### config.mk
export PLATFORM = sky130hd
export DESIGN_NAME = iob_pfsm_loader
export DESIGN_NICKNAME = d
export VERILOG_FILES = /design/src/rtl/iob_pfsm_loader.sv
export SDC_FILE = /design/constraint.sdc
export NUM_CORES = 1
export LEC_CHECK = 0
export BUFFER_PORTS_ARGS = -buffer_cell sky130_fd_sc_hd__buf_2
export CORE_ASPECT_RATIO = 1.25
export CORE_UTILIZATION = 29
export CTS_CLUSTER_DIAMETER = 30
export CTS_CLUSTER_SIZE = 10
export DETAILED_ROUTE_END_ITERATION = 7
export MAX_ROUTING_LAYER = met4
export PLACE_DENSITY_LB_ADDON = 0.12
export SKIP_CTS_REPAIR_TIMING = 1
export SYNTH_ARGS = -nofsm -noshare
export SYNTH_HDL_FRONTEND = slang
export SYNTH_SLANG_ARGS = --single-unit
export TNS_END_PERCENT = 20
### constraint.sdc
create_clock -name clk_i -period 7.7 [get_ports clk_i]
set_input_delay 2.31 -clock clk_i [delete_from_list [all_inputs] [get_ports clk_i]]
set_output_delay 2.31 -clock clk_i [all_outputs]
set_load 0.03 [all_outputs]
### src/rtl/iob_pfsm_loader.sv
// Streams a PFSM program into an iob_pfsm over its IOb CSR bus: assert soft reset, write every
// LUT word through MEM_WORD_SELECT/MEMORY, release soft reset, then pulse done (err on abort).
module iob_pfsm_loader #(
  parameter int unsigned DATA_W               = 32,
  parameter int unsigned ADDR_W               = 16,
  parameter int unsigned STATE_W              = 2,
  parameter int unsigned INPUT_W              = 1,
  parameter int unsigned OUTPUT_W             = 1,
  parameter int unsigned SOFTRESET_ADDR       = 0,
  parameter int unsigned MEM_WORD_SELECT_ADDR = 4,
  parameter int unsigned MEMORY_ADDR          = 256
) (
  input  logic                clk_i,
  input  logic                arst_n_i,
  input  logic                cke_i,
  input  logic                start_i,
  input  logic                abort_i,
  input  logic                ld_valid_i,
  input  logic [DATA_W-1:0]   ld_data_i,
  output logic                ld_ready_o,
  output logic                iob_valid_o,
  output logic [ADDR_W-1:0]   iob_addr_o,
  output logic [DATA_W-1:0]   iob_wdata_o,
  output logic [DATA_W/8-1:0] iob_wstrb_o,
  input  logic                iob_ready_i,
  output logic                busy_o,
  output logic                done_o,
  output logic                err_o
);

  localparam int unsigned EntryW     = STATE_W + INPUT_W;
  localparam int unsigned NWords     = (STATE_W + OUTPUT_W + DATA_W - 1) / DATA_W;
  localparam int unsigned WordW      = (NWords > 1) ? $clog2(NWords) : 1;
  localparam int unsigned EntryShift = $clog2(DATA_W / 8);
  localparam int unsigned StrbW      = DATA_W / 8;
  localparam logic [WordW-1:0] WordLast = WordW'(NWords - 1);

  typedef enum logic [2:0] {
    StIdle, StSrstSet, StFetch, StSel, StWmem, StSrstClr, StDone
  } state_e;

  state_e              state_q, state_d;
  logic [EntryW-1:0]   entry_q, entry_d;
  logic [WordW-1:0]    word_q, word_d;
  logic [WordW-1:0]    sel_q, sel_d;
  logic                sel_vld_q, sel_vld_d;
  logic [DATA_W-1:0]   data_q, data_d;
  logic                abort_q, abort_d;
  logic                valid_q, valid_d;
  logic [ADDR_W-1:0]   addr_q, addr_d;
  logic [DATA_W-1:0]   wdata_q, wdata_d;
  logic [StrbW-1:0]    wstrb_q, wstrb_d;
  logic                ld_ready_q, ld_ready_d;
  logic                busy_q, busy_d;
  logic                done_q, done_d;
  logic                err_q, err_d;

  logic ld_hs, wr_hs, abort_req, last_word, last_entry, need_sel;

  assign ld_hs      = ld_ready_q & ld_valid_i;
  assign wr_hs      = valid_q & iob_ready_i;
  assign abort_req  = abort_q | abort_i;
  assign last_word  = (word_q == WordLast);
  assign last_entry = &entry_q;
  assign need_sel   = !sel_vld_q || (sel_q != word_q);

  // Write states spend one cycle with valid low after the handshake before moving on.
  always_comb begin
    state_d = state_q;
    unique case (state_q)
      StIdle:    if (start_i) state_d = StSrstSet;
      StSrstSet: if (!valid_q) state_d = StFetch;
      StFetch: begin
        if (abort_req)  state_d = StSrstClr;
        else if (ld_hs) state_d = need_sel ? StSel : StWmem;
      end
      StSel:     if (!valid_q) state_d = abort_req ? StSrstClr : StWmem;
      StWmem: begin
        if (!valid_q) state_d = (abort_req || (last_entry && last_word)) ? StSrstClr : StFetch;
      end
      StSrstClr: if (!valid_q) state_d = StDone;
      StDone:    state_d = StIdle;
      default:   state_d = StIdle;
    endcase
  end

  always_comb begin
    entry_d   = entry_q;
    word_d    = word_q;
    sel_d     = sel_q;
    sel_vld_d = sel_vld_q;
    data_d    = data_q;
    abort_d   = abort_q;
    valid_d   = valid_q & ~iob_ready_i;
    addr_d    = addr_q;
    wdata_d   = wdata_q;

    unique case (state_q)
      StIdle: begin
        if (start_i) begin
          entry_d = '0;
          word_d  = '0;
          abort_d = 1'b0;
        end
      end
      StSrstSet: sel_vld_d = 1'b0;
      StFetch: begin
        abort_d = abort_req;
        if (ld_hs) data_d = ld_data_i;
      end
      StSel: begin
        abort_d = abort_req;
        if (wr_hs) begin
          sel_d     = word_q;
          sel_vld_d = 1'b1;
        end
      end
      StWmem: begin
        abort_d = abort_req;
        if (!valid_q) begin
          if (last_word) begin
            word_d  = '0;
            entry_d = entry_q + 1'b1;
          end else begin
            word_d = word_q + 1'b1;
          end
        end
      end
      default: ;
    endcase

    // Registered outputs: load the request for the state being entered.
    if (state_d != state_q) begin
      unique case (state_d)
        StSrstSet: begin
          valid_d = 1'b1;
          addr_d  = ADDR_W'(SOFTRESET_ADDR);
          wdata_d = DATA_W'(1);
        end
        StSel: begin
          valid_d = 1'b1;
          addr_d  = ADDR_W'(MEM_WORD_SELECT_ADDR);
          wdata_d = DATA_W'(word_q);
        end
        StWmem: begin
          valid_d = 1'b1;
          addr_d  = ADDR_W'(MEMORY_ADDR) + (ADDR_W'(entry_q) << EntryShift);
          wdata_d = data_d;
        end
        StSrstClr: begin
          valid_d = 1'b1;
          addr_d  = ADDR_W'(SOFTRESET_ADDR);
          wdata_d = '0;
        end
        default: ;
      endcase
    end

    wstrb_d    = {StrbW{valid_d}};
    ld_ready_d = (state_d == StFetch);
    busy_d     = (state_d != StIdle);
    done_d     = (state_d == StDone);
    err_d      = (state_d == StDone) & abort_d;
  end

  always_ff @(posedge clk_i or negedge arst_n_i) begin
    if (!arst_n_i) begin
      state_q <= StIdle;
    end else if (cke_i) begin
      state_q <= state_d;
    end
  end

  always_ff @(posedge clk_i or negedge arst_n_i) begin
    if (!arst_n_i) begin
      entry_q    <= '0;
      word_q     <= '0;
      sel_q      <= '0;
      sel_vld_q  <= 1'b0;
      data_q     <= '0;
      abort_q    <= 1'b0;
      valid_q    <= 1'b0;
      addr_q     <= '0;
      wdata_q    <= '0;
      wstrb_q    <= '0;
      ld_ready_q <= 1'b0;
      busy_q     <= 1'b0;
      done_q     <= 1'b0;
      err_q      <= 1'b0;
    end else if (cke_i) begin
      entry_q    <= entry_d;
      word_q     <= word_d;
      sel_q      <= sel_d;
      sel_vld_q  <= sel_vld_d;
      data_q     <= data_d;
      abort_q    <= abort_d;
      valid_q    <= valid_d;
      addr_q     <= addr_d;
      wdata_q    <= wdata_d;
      wstrb_q    <= wstrb_d;
      ld_ready_q <= ld_ready_d;
      busy_q     <= busy_d;
      done_q     <= done_d;
      err_q      <= err_d;
    end
  end

  assign ld_ready_o  = ld_ready_q;
  assign iob_valid_o = valid_q;
  assign iob_addr_o  = addr_q;
  assign iob_wdata_o = wdata_q;
  assign iob_wstrb_o = wstrb_q;
  assign busy_o      = busy_q;
  assign done_o      = done_q;
  assign err_o       = err_q;

endmodule

==> flow_metrics.env, run 1 <==
export IMPL_outcome="finished, final reports clean"
export IMPL_peakVddDrop_uv=137
export IMPL_grtUsageTotal_pct=13.5
export IMPL_dieArea_mm2=0.0142
export IMPL_grt_pass1_wl_mm=14.0
export IMPL_synth_most_common_cell="dfrtp_1"
export IMPL_hp_class="register to register"
export IMPL_num_vias=2568
export IMPL_grtUsageMet3_pct=3.05
export IMPL_cts_htree_levels=3
export IMPL_crit_arrival_ns=4.59
export IMPL_synthTopCellsByArea="dfrtp_1, o2bb2ai_2, mux2_2, mux2i_1, buf_4"
export IMPL_rsz0062_at_grt="false"
export IMPL_relSlewSlack_pct=32.2
export IMPL_routabilityCongestion=0.834
export IMPL_synth_cell_types=42
export IMPL_yosysTopAreaCell="dfrtp_1"
export IMPL_critPathLaunchType="input pin"
export IMPL_crit_path_end_kind="register"
export IMPL_r2r_cells=8
export IMPL_ys_seq_area_share_pct=51.1
export IMPL_finalNonFillerCells=550
export IMPL_syn_cell_area_mm2=0.00397
export IMPL_fmax_mhz=231
export IMPL_rows=47
export IMPL_min_period_ns=4.33
export IMPL_fin_worst_skew_ns=0.00350
export IMPL_via_per_inst=4.67
export IMPL_coreArea_mm2=0.0133
export IMPL_cts_sinks=81
export IMPL_synth_flop_cell="dfrtp_1"
export IMPL_async_flop_share_pct=100
export IMPL_syn_inst=301
export IMPL_cts_tree="built"
export IMPL_diodes=0
export IMPL_grt_pass1_vias=2572
export IMPL_dpl_hpwl_mm=5.66
export IMPL_drive_gt1_share_pct=44.9
export IMPL_grt_use_met2_pct=20.0
export IMPL_antenna_found_initial=0
export IMPL_ant_nets=0
export IMPL_worst_slew_pin_slew_ns=1.02
export IMPL_max_cap_viol_count=0
export IMPL_grt_busiest_layer="met2"
export IMPL_area_growth_pct=19.4
export IMPL_finalSetupViolCount=0
export IMPL_drc=0
export IMPL_crit_path_max_fanout=34
export IMPL_clk_latency_ns=0.34
export IMPL_initial_utilization_pct=29.9
export IMPL_cp_data_required_time_ns=7.96
export IMPL_synth_top_cells_by_count="dfrtp_1, mux2_2, mux2i_1"
export IMPL_clk_pin_slew_worst_paths_ns=0.06
export IMPL_nNetsFinal=415
export IMPL_grt_met1_usage_pct=17.0
export IMPL_wl_per_cell_um=16.0
export IMPL_fin_crit_sh_pct=56.2
export IMPL_grt_start_max_net_pins=67
export IMPL_ios=96
export IMPL_syn_area_per_cell_um2=13.2
export IMPL_io_buffers=83
export IMPL_routed_wl_mm=8.77
export IMPL_clockRootBuffer="clkbuf_16"
export IMPL_cts_buffer_depth=2
export IMPL_fillers=1367
export IMPL_netlist_area_leader_share_pct=51.1
export IMPL_cellPowerDensity_mw_per_mm2=376
export IMPL_cts_made_buffers=9
export IMPL_yosys_warnings=0
export IMPL_initialDrtViolationCount=75
export IMPL_die_h_um=133
export IMPL_ys_ff_latch=81
export IMPL_slew_violations=0
export IMPL_fp_dieW_um=107
export IMPL_overflow=0
export IMPL_holdPathStages=1
export IMPL_dp_cells=534
export IMPL_setup_tns_final_ns=0
export IMPL_drt_first_pass_iters=4
export IMPL_path_class="input pin to register"
export IMPL_synth_edff_count=0
export IMPL_hold_viol=0
export IMPL_p_leak_uw=0.00216
cells by family after synthesis:
kind of cell / count (synthesis) / share of synthesized area [%]
AO/OA/AOI/OAI: 68 / 18.2
AND/OR/NAND/NOR: 41 / 5.14
flip-flops: 81 / 51.1
adder cells (fa/ha/maj): 2 / 0.630
multiplexers: 66 / 17.7
other: 1 / 0.0945
buffers and inverters: 42 / 7.22
metrics by stage:
step                      total power, µW  utilization, %  instance area, µm²  hold slack [ns]  worst slack (ns)
after floorplan                      1200               -                4010            0.475              3.55
after global placement               1330            33.2                4410            0.469              3.06
after detailed placement             1340            33.2                4410            0.469              3.01
after CTS                            1810            35.7                4740            0.488              3.37
after global routing                 1890            35.7                4740            0.515              3.23
final                                1780            35.7                4740            0.484              3.37
per-layer routing:
layer,vias up,share of wire (%)
li1,1223,-
met1,1268,45
met2,63,49
met3,14,3.8
met4,0,2.4
met5,-,0
layout make-up:
| cell class | instances | area [µm²] | area share (%) |
|---|---|---|---|
| repair buffers | 87 | 448 | 9.45 |
| well taps | 171 | 214 | 4.51 |
| clock inverters | 1 | 30.0 | 0.633 |
| clock buffers | 15 | 298 | 6.28 |
| inverters | 6 | 22.5 | 0.475 |
| flip-flops and latches | 81 | 2030 | 42.7 |
| multi-input cells | 189 | 1700 | 35.9 |
final timing paths:
path | from | end | slack [ns]
worst max-delay path | abort_i | iob_wdata_o[5]$_DFFE_PN0P_ | 3.37
min in group asynchronous | arst_n_i | data_q[5]$_DFFE_PN0P_ | 1.83
max in group asynchronous | arst_n_i | data_q[1]$_DFFE_PN0P_ | 4.75
worst max register to register | entry_q[0]$_DFFE_PN0P_ | iob_wdata_o[5]$_DFFE_PN0P_ | 4.68
worst min register to register | iob_wdata_o[1]$_DFFE_PN0P_ | iob_wdata_o[1]$_DFFE_PN0P_ | 0.48
worst min-delay path | iob_wdata_o[1]$_DFFE_PN0P_ | iob_wdata_o[1]$_DFFE_PN0P_ | 0.48
flip-flops by register name, summed over array words and instances (netlist names):
signal,flops
err_o,1
busy_o,1
iob_addr_o,4
entry_q,3
iob_wdata_o,32
data_q,32
iob_wstrb_o,1
sel_vld_q,1
abort_q,1
done_o,1
state_q,3
ld_ready_o,1
worst max-delay path, stage by stage:
cell       delay, ns
buf_2           0.13
or3_1           0.39
a32o_1          0.25
a211oi_4        0.33
or4b_2          0.62
buf_4           0.34
o2bb2ai_2       0.21
power breakdown:
part | internal (µW) | switching (µW) | leakage [µW]
logic | 246 | 394 | 0.000904
clock network | 296 | 166 | 0.000162
registers | 564 | 115 | 0.00109
layout by cell type, fill, tap and decap left out, drive strengths merged, types with 2 or more instances in the layout:
master / instances
a41oi: 2
buf: 87
o21ai: 8
conb: 12
nor3: 2
a31oi: 2
mux2: 33
nor2b: 3
or3: 2
nand4: 2
o21a: 3
inv: 6
nor2: 11
a21boi: 2
o2bb2ai: 34
ha: 2
dfrtp: 81
o211ai: 2
clkbuf: 15
a21oi: 7
nor4b: 2
mux2i: 33
nand2: 13
(Power assumes the default switching activity.)
==> run 2: changes to the inputs <==
Clock period 7.7 ns to 4 ns, I/O delays scaled along.
==> flow_metrics.env, run 2 (synthesis gave the netlist of run 1 again) <==
export IMPL_outcome="finished, final reports clean"
export IMPL_relSlewSlack_pct=30.5
export IMPL_routed_wl_mm=8.87
export IMPL_path_class="input pin to register"
export IMPL_crit_path_cell_trace="buf_2 -> or3_1 -> a32o_1 -> a211oi_4 -> or4b_2 -> buf_4 -> o2bb2ai_1"
export IMPL_cellPowerDensity_mw_per_mm2=731
export IMPL_clk_pin_slew_worst_paths_ns=0.06
export IMPL_rsz0062_at_grt="false"
export IMPL_hp_class="register to register"
export IMPL_grt_pass1_wl_mm=14.5
export IMPL_crit_buf_inv=2
export IMPL_max_stage_delay_ns=0.60
export IMPL_dp_slack_ns=0.611
export IMPL_ios=96
export IMPL_cts_buffer_depth=2
export IMPL_fin_worst_skew_ns=0.00665
export IMPL_clockRootBuffer="clkbuf_16"
export IMPL_wl_per_cell_um=16.1
export IMPL_worst_slew_pin_slew_ns=1.04
export IMPL_cts_tree="built"
export IMPL_cts_made_buffers=9
export IMPL_fin_crit_sh_pct=76.3
export IMPL_dpl_hpwl_mm=5.91
export IMPL_hold_viol=0
export IMPL_initialDrtViolationCount=83
export IMPL_grtUsageTotal_pct=13.9
export IMPL_diodes=0
export IMPL_area_growth_pct=20.2
export IMPL_crit_arrival_ns=3.30
export IMPL_drc=0
export IMPL_path_delay_family="simple AND/OR/NAND/NOR gates"
export IMPL_drt_first_pass_iters=4
export IMPL_fmax_mhz=328
export IMPL_max_cap_viol_count=0
export IMPL_overflow=0
export IMPL_p_leak_uw=0.00217
export IMPL_grt_start_max_net_pins=82
export IMPL_drive_gt1_share_pct=45.4
export IMPL_nNetsFinal=417
export IMPL_min_period_ns=3.05
export IMPL_rows=47
export IMPL_antenna_found_initial=0
export IMPL_crit_path_end_kind="register"
export IMPL_cp_slowest_cell="or4b_2"
export IMPL_coreArea_mm2=0.0133
export IMPL_cts_sinks=81
export IMPL_grt_pass1_vias=2733
export IMPL_peakVddDrop_uv=407
export IMPL_setup_tns_final_ns=0
export IMPL_via_per_inst=4.62
export IMPL_fp_dieW_um=107
export IMPL_dieArea_mm2=0.0142
export IMPL_cp_data_required_time_ns=4.25
export IMPL_routabilityCongestion=0.829
export IMPL_slew_violations=0
export IMPL_io_buffers=83
export IMPL_die_h_um=133
export IMPL_ant_nets=0
export IMPL_critPathLaunchType="input pin"
export IMPL_fin_ws_ns=0.949
export IMPL_clk_latency_ns=0.33
export IMPL_finalSetupViolCount=0
export IMPL_num_vias=2549
export IMPL_cts_htree_levels=3
export IMPL_crit_path_max_fanout=34
export IMPL_initial_utilization_pct=29.9
export IMPL_layout_common_cells="buf_2, dfrtp_1, mux2_2, mux2i_1, o2bb2ai_2"
export IMPL_final_common_cell="buf_2"
[run 2: per-layer routing]
layer  vias up  track usage, %  wire [µm]
li1       1231               -          -
met1      1253            16.9       3950
met2        56            22.6       4520
met3         9            2.41        296
met4         0            5.71        110
met5         -               -          0
[run 2: where the power goes]
part,switching [µW],internal (µW),total [µW],leakage [µW]
logic,775,507,1280,0.000920
registers,220,1090,1310,0.00109
clock network,322,579,901,0.000162
[run 2: layout make-up]
| cell class | instances | area [µm²] |
|---|---|---|
| Timing Repair Buffer | 89 | 475 |
| Clock inverter | 5 | 77.6 |
| Tap cell | 171 | 214 |
| Multi-Input combinational cell | 189 | 1700 |
| Inverter | 6 | 22.5 |
| Clock buffer | 11 | 253 |
| Sequential cell | 81 | 2030 |
| Fill cell | 1375 | 8520 |
[run 2: worst paths after layout]
path | start | cells past startpoint | endpoint | slack, ns
min reg2reg | iob_wdata_o[1]$_DFFE_PN0P_ | 1 | iob_wdata_o[1]$_DFFE_PN0P_ | 0.50
min in group asynchronous | arst_n_i | 1 | data_q[6]$_DFFE_PN0P_ | 1.05
max reg2reg | entry_q[0]$_DFFE_PN0P_ | 8 | iob_wdata_o[1]$_DFFE_PN0P_ | 1.17
max in group asynchronous | arst_n_i | 1 | data_q[1]$_DFFE_PN0P_ | 2.27
min | iob_wdata_o[1]$_DFFE_PN0P_ | 1 | iob_wdata_o[1]$_DFFE_PN0P_ | 0.50
max | abort_i | 7 | iob_wdata_o[1]$_DFFE_PN0P_ | 0.95
[run 2: through the flow]
step | cell area [µm²] | power, µW | utilization [%] | std cells | hold slack, ns
2_1_floorplan | 4010 | 2320 | - | 312 | 0.475
3_3_place_gp | 4440 | 2610 | 33.4 | 536 | 0.472
3_5_place_dp | 4440 | 2630 | 33.4 | 536 | 0.485
4_1_cts | 4770 | 3550 | 35.9 | 552 | 0.499
5_1_grt | 4770 | 3710 | 35.9 | 552 | 0.515
6_report | 4770 | 3490 | 35.9 | 552 | 0.498
==> run 3: changes to the inputs <==
Clock period 4 ns to 2.7 ns, I/O delays scaled along.
==> flow_metrics.env, run 3 (synthesis gave the netlist of run 1 again) <==
export IMPL_diodes=0
export IMPL_p_leak_uw=0.00223
export IMPL_antenna_found_initial=0
export IMPL_dieArea_mm2=0.0142
export IMPL_cts_made_buffers=9
export IMPL_finalSetupViolCount=0
export IMPL_crit_arrival_ns=2.80
export IMPL_routed_wl_mm=9.22
export IMPL_crit_path_end_kind="register"
export IMPL_routabilityCongestion=0.760
export IMPL_io_buffers=83
export IMPL_initialDrtViolationCount=78
export IMPL_rows=47
export IMPL_critPathLaunchType="register"
export IMPL_num_vias=2689
export IMPL_grt_pass1_vias=2778
export IMPL_crit_path_max_fanout=13
export IMPL_drt_first_pass_iters=5
export IMPL_cellPowerDensity_mw_per_mm2=1070
export IMPL_clk_pin_slew_worst_paths_ns=0.06
export IMPL_wl_per_cell_um=16.3
export IMPL_fin_crit_sh_pct=94.1
export IMPL_slew_violations=0
export IMPL_drive_gt1_share_pct=47.1
export IMPL_cp_data_required_time_ns=2.96
export IMPL_cts_tree="built"
export IMPL_fin_worst_skew_ns=0.00734
export IMPL_coreArea_mm2=0.0133
export IMPL_fp_dieW_um=107
export IMPL_path_class="register to register"
export IMPL_die_h_um=133
export IMPL_drc=0
export IMPL_outcome="finished, final reports clean"
export IMPL_rsz0062_at_grt="false"
export IMPL_layout_common_cells="buf_2, dfrtp_1, mux2_2, mux2i_1, o2bb2ai_2"
export IMPL_peakVddDrop_uv=460
export IMPL_cts_htree_levels=3
export IMPL_min_period_ns=2.54
export IMPL_via_per_inst=4.77
export IMPL_cts_buffer_depth=2
export IMPL_ant_nets=0
export IMPL_hp_class="input pin to async pin"
export IMPL_grtUsageTotal_pct=14.4
export IMPL_area_growth_pct=23.1
export IMPL_fmax_mhz=393
export IMPL_cts_sinks=81
export IMPL_clk_latency_ns=0.34
export IMPL_max_cap_viol_count=0
export IMPL_final_common_cell="buf_2"
export IMPL_final_util_pct=36.8
export IMPL_overflow=0
export IMPL_grt_pass1_wl_mm=15.0
export IMPL_dp_cells=548
export IMPL_clockRootBuffer="clkbuf_16"
export IMPL_ios=96
export IMPL_grt_start_max_net_pins=65
export IMPL_finalNonFillerCells=564
export IMPL_initial_utilization_pct=29.9
export IMPL_dpl_hpwl_mm=6.29
export IMPL_nNetsFinal=429
export IMPL_hold_viol=0
## run 3: worst paths after layout
| check | startpoint | end | slack, ns | cells past startpoint |
|---|---|---|---|---|
| setup / recovery | entry_q[1]$_DFFE_PN0P_ | iob_addr_o[3]$_DFFE_PN0P_ | 0.16 | 8 |
| hold / removal | arst_n_i | data_q[6]$_DFFE_PN0P_ | 0.34 | 1 |
| setup reg to reg | entry_q[1]$_DFFE_PN0P_ | iob_addr_o[3]$_DFFE_PN0P_ | 0.16 | 8 |
| hold reg to reg | iob_wdata_o[1]$_DFFE_PN0P_ | iob_wdata_o[1]$_DFFE_PN0P_ | 0.49 | 1 |
| max in group asynchronous | arst_n_i | data_q[20]$_DFFE_PN0P_ | 1.72 | 2 |
| min in group clk_i | iob_wdata_o[1]$_DFFE_PN0P_ | iob_wdata_o[1]$_DFFE_PN0P_ | 0.49 | 1 |
## run 3: cell type report
class                      instances  area [µm²]
tap                              171         214
fill                            1364        8400
multi-input combinational        189        1710
clock inverter                     6        67.6
sequential                        81        2030
inverter                           6        22.5
clock buffer                      10         239
timing repair buffer             101         611
## run 3: metrics by stage
step / hold slack (ns) / power [µW] / setup TNS [ns] / worst slack [ns] / cell area (µm²)
floorplan: 0.475 / 3430 / 0 / 0.0465 / 4010
global placement: 0.469 / 4000 / -4.69 / -0.159 / 4570
detailed placement: 0.473 / 4030 / -6.26 / -0.210 / 4570
CTS: 0.343 / 5310 / -1.38 / -0.0728 / 4880
global route: 0.345 / 5580 / 0 / 0.0295 / 4890
finish: 0.340 / 5240 / 0 / 0.159 / 4890
## run 3: report_power, final
part	total (µW)	switching, µW	internal [µW]
clock	1260	514	743
combinational	2100	1230	863
sequential	1880	274	1610
total	5240	2020	3210
## run 3: metal layers
layer	share of wire, %	track usage, %
met1	45	17.9
met2	49	22.4
met3	3.9	3.10
met4	1.9	5.94
met5	0	-
## run 3: worst max-delay path, cell delays in order, from the launching register on
cell and delay, ns:
dfrtp_1 0.41, ha_1 0.20, ha_1 0.22, or3_1 0.34
a32o_1 0.25, a211oi_4 0.17, or4b_4 0.52, buf_6 0.19
o2bb2ai_1 0.16
